## config.mk

```make
export PLATFORM = sky130hd
export DESIGN_NAME = elec_layer_os_tx
export DESIGN_NICKNAME = d
export VERILOG_FILES = /design/src/rtl/elec_layer_pkg.sv /design/src/rtl/elec_prbs11_gen.sv /design/src/rtl/elec_layer_os_tx.sv
export SDC_FILE = /design/constraint.sdc
export NUM_CORES = 1
export LEC_CHECK = 0
export ABC_AREA = 1
export CORE_MARGIN = 2
export CORE_UTILIZATION = 45
export DETAILED_ROUTE_END_ITERATION = 8
export HOLD_SLACK_MARGIN = 0.08
export PLACE_DENSITY = 0.72
export RECOVER_POWER = 100
export SLEW_MARGIN = 20
export SYNTH_ARGS = -nofsm -noshare
export SYNTH_HDL_FRONTEND = slang
export SYNTH_SLANG_ARGS = --single-unit
export TNS_END_PERCENT = 1
```

## constraint.sdc

```tcl
create_clock -name clk -period 2.87 [get_ports clk]
set_input_delay 0.7175 -clock clk [delete_from_list [all_inputs] [get_ports clk]]
set_output_delay 0.7175 -clock clk [all_outputs]
set_load 0.01 [all_outputs]
```

## src/rtl/elec_layer_pkg.sv

```systemverilog
// rtl/elec_layer_pkg.sv - shared encodings and constants for the electrical-layer ordered-set transmitter
package elec_layer_pkg;

    typedef enum logic [2:0] {
        CMD_IDLE  = 3'd0,
        CMD_SLOS1 = 3'd1,
        CMD_SLOS2 = 3'd2,
        CMD_TS1   = 3'd3,
        CMD_TS2   = 3'd4,
        CMD_DATA  = 3'd5
    } os_cmd_e;

    typedef enum logic [1:0] {
        ST_IDLE,
        ST_SLOS,
        ST_TS,
        ST_DATA
    } os_state_e;

    localparam logic [31:0] TS1_PATTERN = 32'h0F0F_00F2;
    localparam logic [31:0] TS2_PATTERN = 32'h0F0F_00F4;
    localparam logic [10:0] PRBS11_SEED = 11'h7FF;

endpackage

```

## src/rtl/elec_prbs11_gen.sv

```systemverilog
// rtl/elec_prbs11_gen.sv - PRBS11 (x^11+x^9+1) source, DATA_W bits per step, first bit in bit 0
module elec_prbs11_gen
    import elec_layer_pkg::*;
#(
    parameter int DATA_W = 8
) (
    input  logic              clk,
    input  logic              rst_n,
    input  logic              load,
    input  logic              advance,
    output logic [DATA_W-1:0] data
);

    logic [10:0] lfsr;
    logic [10:0] lfsr_next;
    logic [10:0] s;

    // load presents the seed's symbol in the same cycle so a set starts without a bubble
    always_comb begin
        s    = load ? PRBS11_SEED : lfsr;
        data = '0;
        for (int i = 0; i < DATA_W; i++) begin
            data[i] = s[10];
            s       = {s[9:0], s[10] ^ s[8]};
        end
        lfsr_next = s;
    end

    always_ff @(posedge clk or negedge rst_n) begin
        if (!rst_n) begin
            lfsr <= PRBS11_SEED;
        end else if (load || advance) begin
            lfsr <= lfsr_next;
        end
    end

endmodule

```

## src/rtl/elec_layer_os_tx.sv

```systemverilog
// rtl/elec_layer_os_tx.sv - ordered-set / data transmitter driving LANES electrical lanes
module elec_layer_os_tx
    import elec_layer_pkg::*;
#(
    parameter int LANES     = 2,
    parameter int DATA_W    = 8,
    parameter int OS_REPEAT = 16,
    parameter int SLOS_LEN  = 2048
) (
    input  logic                    clk,
    input  logic                    rst_n,
    input  logic [2:0]              os_cmd,
    input  logic                    os_cmd_valid,
    output logic                    os_cmd_ready,
    input  logic [LANES-1:0]        lane_en,
    input  logic [LANES*DATA_W-1:0] data_in,
    input  logic                    data_in_valid,
    output logic                    data_in_ready,
    output logic [LANES*DATA_W-1:0] lane_out,
    output logic                    lane_out_valid,
    output logic                    os_done
);

    localparam int SLOS_SYMS = SLOS_LEN / DATA_W;
    localparam int TS_SYMS   = 32 / DATA_W;

    os_state_e state, next_state, mode, cmd_state;
    logic [15:0] sym_cnt, set_cnt, emit_idx, emit_set, sym_next, set_next, syms_m1;
    logic        inv_q, inv_d, ts2_q, ts2_d;
    logic        accept, emit, last, done_pend;
    logic        prbs_load, prbs_adv;
    logic [31:0] ts_pat;
    logic [DATA_W-1:0]       ts_sym;
    logic [LANES*DATA_W-1:0] prbs_bus, lane_d;
    logic                    valid_d;

    assign os_cmd_ready  = (state == ST_IDLE) || (state == ST_DATA);
    assign data_in_ready = (state == ST_DATA);
    assign accept        = os_cmd_valid && os_cmd_ready;

    always_comb begin
        case (os_cmd)
            CMD_SLOS1, CMD_SLOS2: cmd_state = ST_SLOS;
            CMD_TS1, CMD_TS2:     cmd_state = ST_TS;
            CMD_DATA:             cmd_state = ST_DATA;
            default:              cmd_state = ST_IDLE;
        endcase
    end

    // mode is what gets driven this cycle; a command accepted alongside a DATA word waits one cycle
    always_comb begin
        next_state = state;
        mode       = state;
        inv_d      = inv_q;
        ts2_d      = ts2_q;
        emit_idx   = sym_cnt;
        emit_set   = set_cnt;
        if (accept) begin
            next_state = cmd_state;
            inv_d      = (os_cmd == CMD_SLOS2);
            ts2_d      = (os_cmd == CMD_TS2);
            emit_idx   = '0;
            emit_set   = '0;
            if (!(state == ST_DATA && data_in_valid)) begin
                mode = cmd_state;
            end
        end
        emit    = (mode == ST_SLOS) || (mode == ST_TS);
        syms_m1 = (mode == ST_SLOS) ? 16'(SLOS_SYMS - 1) : 16'(TS_SYMS - 1);
        last    = emit && (emit_idx == syms_m1) && (emit_set == 16'(OS_REPEAT - 1));
        sym_next = '0;
        set_next = '0;
        if (emit && !last) begin
            if (emit_idx == syms_m1) begin
                set_next = emit_set + 16'd1;
            end else begin
                sym_next = emit_idx + 16'd1;
                set_next = emit_set;
            end
        end
        if (last) begin
            next_state = ST_IDLE;
        end
        prbs_load = (mode == ST_SLOS) && (emit_idx == '0);
        prbs_adv  = (mode == ST_SLOS);
    end

    for (genvar k = 0; k < LANES; k++) begin : g_lane
        elec_prbs11_gen #(.DATA_W(DATA_W)) u_prbs (
            .clk     (clk),
            .rst_n   (rst_n),
            .load    (prbs_load),
            .advance (prbs_adv),
            .data    (prbs_bus[k*DATA_W +: DATA_W])
        );
    end

    always_comb begin
        ts_pat  = ts2_d ? TS2_PATTERN : TS1_PATTERN;
        ts_sym  = DATA_W'(ts_pat >> (int'(emit_idx) * DATA_W));
        lane_d  = '0;
        valid_d = 1'b0;
        case (mode)
            ST_SLOS: begin
                lane_d  = inv_d ? ~prbs_bus : prbs_bus;
                valid_d = 1'b1;
            end
            ST_TS: begin
                lane_d  = {LANES{ts_sym}};
                valid_d = 1'b1;
            end
            ST_DATA: begin
                lane_d  = data_in;
                valid_d = data_in_valid;
            end
            default: ;
        endcase
        for (int k = 0; k < LANES; k++) begin
            if (!lane_en[k]) begin
                lane_d[k*DATA_W +: DATA_W] = '0;
            end
        end
    end

    always_ff @(posedge clk or negedge rst_n) begin
        if (!rst_n) begin
            state <= ST_IDLE;
        end else begin
            state <= next_state;
        end
    end

    always_ff @(posedge clk or negedge rst_n) begin
        if (!rst_n) begin
            sym_cnt        <= '0;
            set_cnt        <= '0;
            inv_q          <= 1'b0;
            ts2_q          <= 1'b0;
            lane_out       <= '0;
            lane_out_valid <= 1'b0;
            done_pend      <= 1'b0;
            os_done        <= 1'b0;
        end else begin
            sym_cnt        <= sym_next;
            set_cnt        <= set_next;
            inv_q          <= inv_d;
            ts2_q          <= ts2_d;
            lane_out       <= lane_d;
            lane_out_valid <= valid_d;
            done_pend      <= last;
            os_done        <= done_pend;
        end
    end

endmodule

```

==> results by group, run 1 <==
Clocking
  – CTS resizes: 0
  – TritonCTS Buffers: 9
  – CTS tree: built
  – Worst-path clk slew: approximately 0.080 ns
  – Cts hold-fix bufs: 0
  – CTS HTree Levels: 3
  – Clock buffer depth: 2
  – Worst-Skew Late Latency: between 0.3 and 0.4 ns
  – Root Buffer: clkbuf_8
  – # clock sinks: slightly below 80
  – Setup Fix Bufs, Post-CTS: 0

Floorplan
  – # rows: 38
  – Die extent in x: 108 um
  – # IOs: 45
  – Die Y-Extent: 108 um
  – Core ar.: approximately 11,000 um^2
  – Initial Util: 0.457
  – Die ar.: about 12,000 um^2

Timing
  – Sum Neg Setup Slack: 0 ns
  – Final worst slack: between 0.15 and 0.2 ns
  – Slew HR: 0.282
  – Clk_skew: ~0.0095 ns
  – Hold WS: between 0.3 and 0.4 ns
  – Final hold violations: 0
  – Slew Viols, Final: 0
  – Worst-margin pin slew: between 1 and 1.5 ns
  – Setup violations, final: 0
  – Final period utilization: 0.937
  – RSZ-0062 raised after global routing: false
  – Fmax: ~0.37 GHz
  – Fin crit period: around 2.7 ns

Critical path
  – Sequence of cells on the critical path: clkdlybuf4s50_1 > inv_1 > nor2_4 > buf_4 > clkbuf_1 > nor2_1 > nand2_1 > nor2_1 > nand2_1 > o21ai_2 > nand2_4 > nand2_1 > buf_12 > nor3_1
  – Buffers and inverters on the worst path: 5
  – Worst Setup SP: os_cmd_valid
  – R2R setup slack: about 0.28 ns
  – CP most frequent cell: nand2_1
  – Data required time of the worst path: roughly 3.2 ns
  – Crit path capture type: register
  – CP peak stage delay: approximately 0.48 ns
  – FF-to-FF End: sym_cnt[2]
  – Worst Path Arrival: 2.97 ns
  – Largest delay share family, worst path: buffers and inverters
  – CP max stage cell: clkdlybuf4s50_1
  – Kind of critical path: input pin to register
  – Path depth of the worst reg2reg path: 13
  – Worst r2r src: state[0]
  – Maximum fanout along the worst path: 14
  – WP depth: 14
  – CP Launch Type: input pin

Synth
  – Ys async rst share: 1.00
  – Seq cells post-synth: 77
  – Adder-cell area share of the yosys netlist: 0.0205
  – Post-Syn Area: between 4000 and 5000 um^2
  – Synth area leader: dfrtp_1
  – Syn nets: roughly 740
  – YS warnings: 0
  – Yosys cell types: 34
  – Xor/xnor share of the synthesized area: 0.0287
  – Top post-synthesis cells by area: dfrtp_1 28%, nand2_1 17%, dfstp_2 12%
  – Largest family of logic cells by synthesized area: simple AND/OR/NAND/NOR gates
  – Synth Area in Compound Gates: 0.0748
  – Mux cell area share after synthesis: 0
  – Synth Flop Type: dfrtp_1
  – Synth top area share: 0.282
  – Synthesized instance count: 703
  – Post-Synth Simple-Gate Area: 0.367
  – Syn_area_per_cell: between 6 and 7 um^2
  – Post-synth EDFFs: 0
  – Sequential-to-total area share from yosys stat: 0.400

Global routing
  – Overflow after GRT: 0
  – Vias in the first global route: about 4.4k
  – Met3 usage: 0.0289
  – First-pass GRT wire length: between 20 and 25 mm
  – Initial antenna violation count: 0
  – Busiest grt layer: met2
  – M1 GR Usage: 0.306
  – Met2 Usage GRT: 0.377
  – All-layer global routing usage: 0.227
  – Pin count of the biggest net entering global routing: between 40 and 50

Power and ir drop
  – Leakage power: roughly 3.0 nW
  – Tot Pwr: roughly 0.0058 W
  – Peak supply drop: roughly 0.52 mV
  – PD cells: 987 nW/um^2

Cells and area
  – Final Non-Filler Cells: roughly 900
  – Share of post-route cells with drive strength above 1: 0.129
  – Final net count: 802
  – Commonest non-fill, non-tap cell in the layout: nand2_1
  – Layout area overhead: 20.6%
  – Antenna fix cells: 0
  – Filler cells: approximately 1.0k
  – Most frequent cells in the layout: 221 x nand2_1, 96 x inv_1, 94 x nor2_1

Route
  – Total wire length: 12.2 mm
  – Drt pass-1 iters: 5
  – Avg WL per Cell: 13.3 um
  – Residual DRC: 0
  – Via Count: 4,609
  – Initial DRC Count: 321
  – Avg Vias per Cell: slightly above 5
  – Post-DRT Antenna Nets: 0

Hold path
  – Hold EP: os_done
  – Worst hold path type: register to register
  – Hold_sp: done_pend
  – Hold path depth: 0

Placed design
  – Hpwl dp: 8.70 mm
  – Placed Instances: approximately 900
  – # port buffers: 44
  – Routability-driven placement congestion ratio: about 0.89
  – Dpl ws: -0.179 ns

Run status
  – Status: complete, no violations

Flow run
  – Max-cap violation count: 0
## synth_stat cells (4+ instances only)
| library cell | n |
|---|---|
| nor2_1 | 94 |
| nand2_1 | 221 |
| buf_2 | 4 |
| o21ai_1 | 4 |
| buf_6 | 8 |
| nand3_1 | 53 |
| dfstp_2 | 22 |
| nand4_1 | 12 |
| clkbuf_1 | 11 |
| inv_1 | 96 |
| nand3_2 | 4 |
| o21ai_0 | 28 |
| xor2_1 | 13 |
| nand2_4 | 4 |
| dfrtp_1 | 55 |
| a21oi_1 | 33 |
| nor2_4 | 4 |
| ha_1 | 8 |
## cells by family after synthesis
group                      after synthesis
and+or+nand+nor                        409
xor gates and xnor gates                16
adders and majority gates                8
AOI/OAI and AO/OA                       70
DFF                                     77
buffers and inverters                  123
## worst register-to-register path, stage by stage (launching register included)
cell,delay (ns)
dfrtp_1,0.41
ha_1,0.36
nor2_4,0.12
buf_4,0.16
clkbuf_1,0.43
nor2_1,0.12
nand2_1,0.17
nor2_1,0.06
nand2_1,0.08
o21ai_2,0.09
nand2_4,0.09
nand2_1,0.10
buf_12,0.17
nor3_1,0.15
## worst max path at each step
stage	endpoint	slack, ns
floorplan	sym_cnt[9]	0.1
global placement	set_cnt[2]	-0.07
detailed placement	set_cnt[7]	-0.18
CTS	set_cnt[7]	0.20
global route	sym_cnt[9]	0.01
finish	sym_cnt[2]	0.18
## registers in the layout, indices dropped and copies added (netlist names)
register,count
sym_cnt,16
set_cnt,16
inv_q,1
lane_out_valid,1
ts2_q,1
lane_out,16
done_pend,1
os_done,1
g_lane.u_prbs.lfsr,22
state,2
## power by group
group          total, W  switching (W)  internal [W]
combinational   0.00321        0.00203       0.00118
clock           0.00106       0.000406      0.000650
sequential      0.00155      0.0000991       0.00145
total           0.00582        0.00254       0.00328
## area by class of cell
| type | instances | area, um^2 | share of cell area |
|---|---|---|---|
| clock buffers | 13 | 169 | 0.0287 |
| flip-flops and latches | 77 | 1950 | 0.332 |
| inverters | 99 | 374 | 0.0635 |
| clock inverters | 3 | 90.1 | 0.0153 |
| well taps | 140 | 175 | 0.0297 |
| multi-input cells | 503 | 2400 | 0.408 |
| repair buffers | 79 | 723 | 0.123 |
## layer usage
metal | wire (um) | up-vias
met5 | 0 | -
met3 | 555 | 20
met2 | 6000 | 129
li1 | - | 2311
met4 | 202 | 0
met1 | 5430 | 2149
## per-stage QoR
step | util | area (um^2)
finish | 0.551 | 5890
global route | 0.551 | 5890
CTS | 0.554 | 5920
detailed placement | 0.530 | 5670
global placement | 0.530 | 5670
floorplan | - | 4890
No activity file was read; power rests on OpenSTA's default activity.
==> inputs of run 2 (changes only) <==
--- a/config.mk
+++ b/config.mk
@@ -6,6 +6,7 @@
 export NUM_CORES = 1
 export LEC_CHECK = 0
 export ABC_AREA = 1
+export CAP_MARGIN = 20
 export CORE_MARGIN = 2
 export CORE_UTILIZATION = 45
 export DETAILED_ROUTE_END_ITERATION = 8
==> results of run 2 <==
No change in the layout: final DEF, timing and power equal those of run 1.
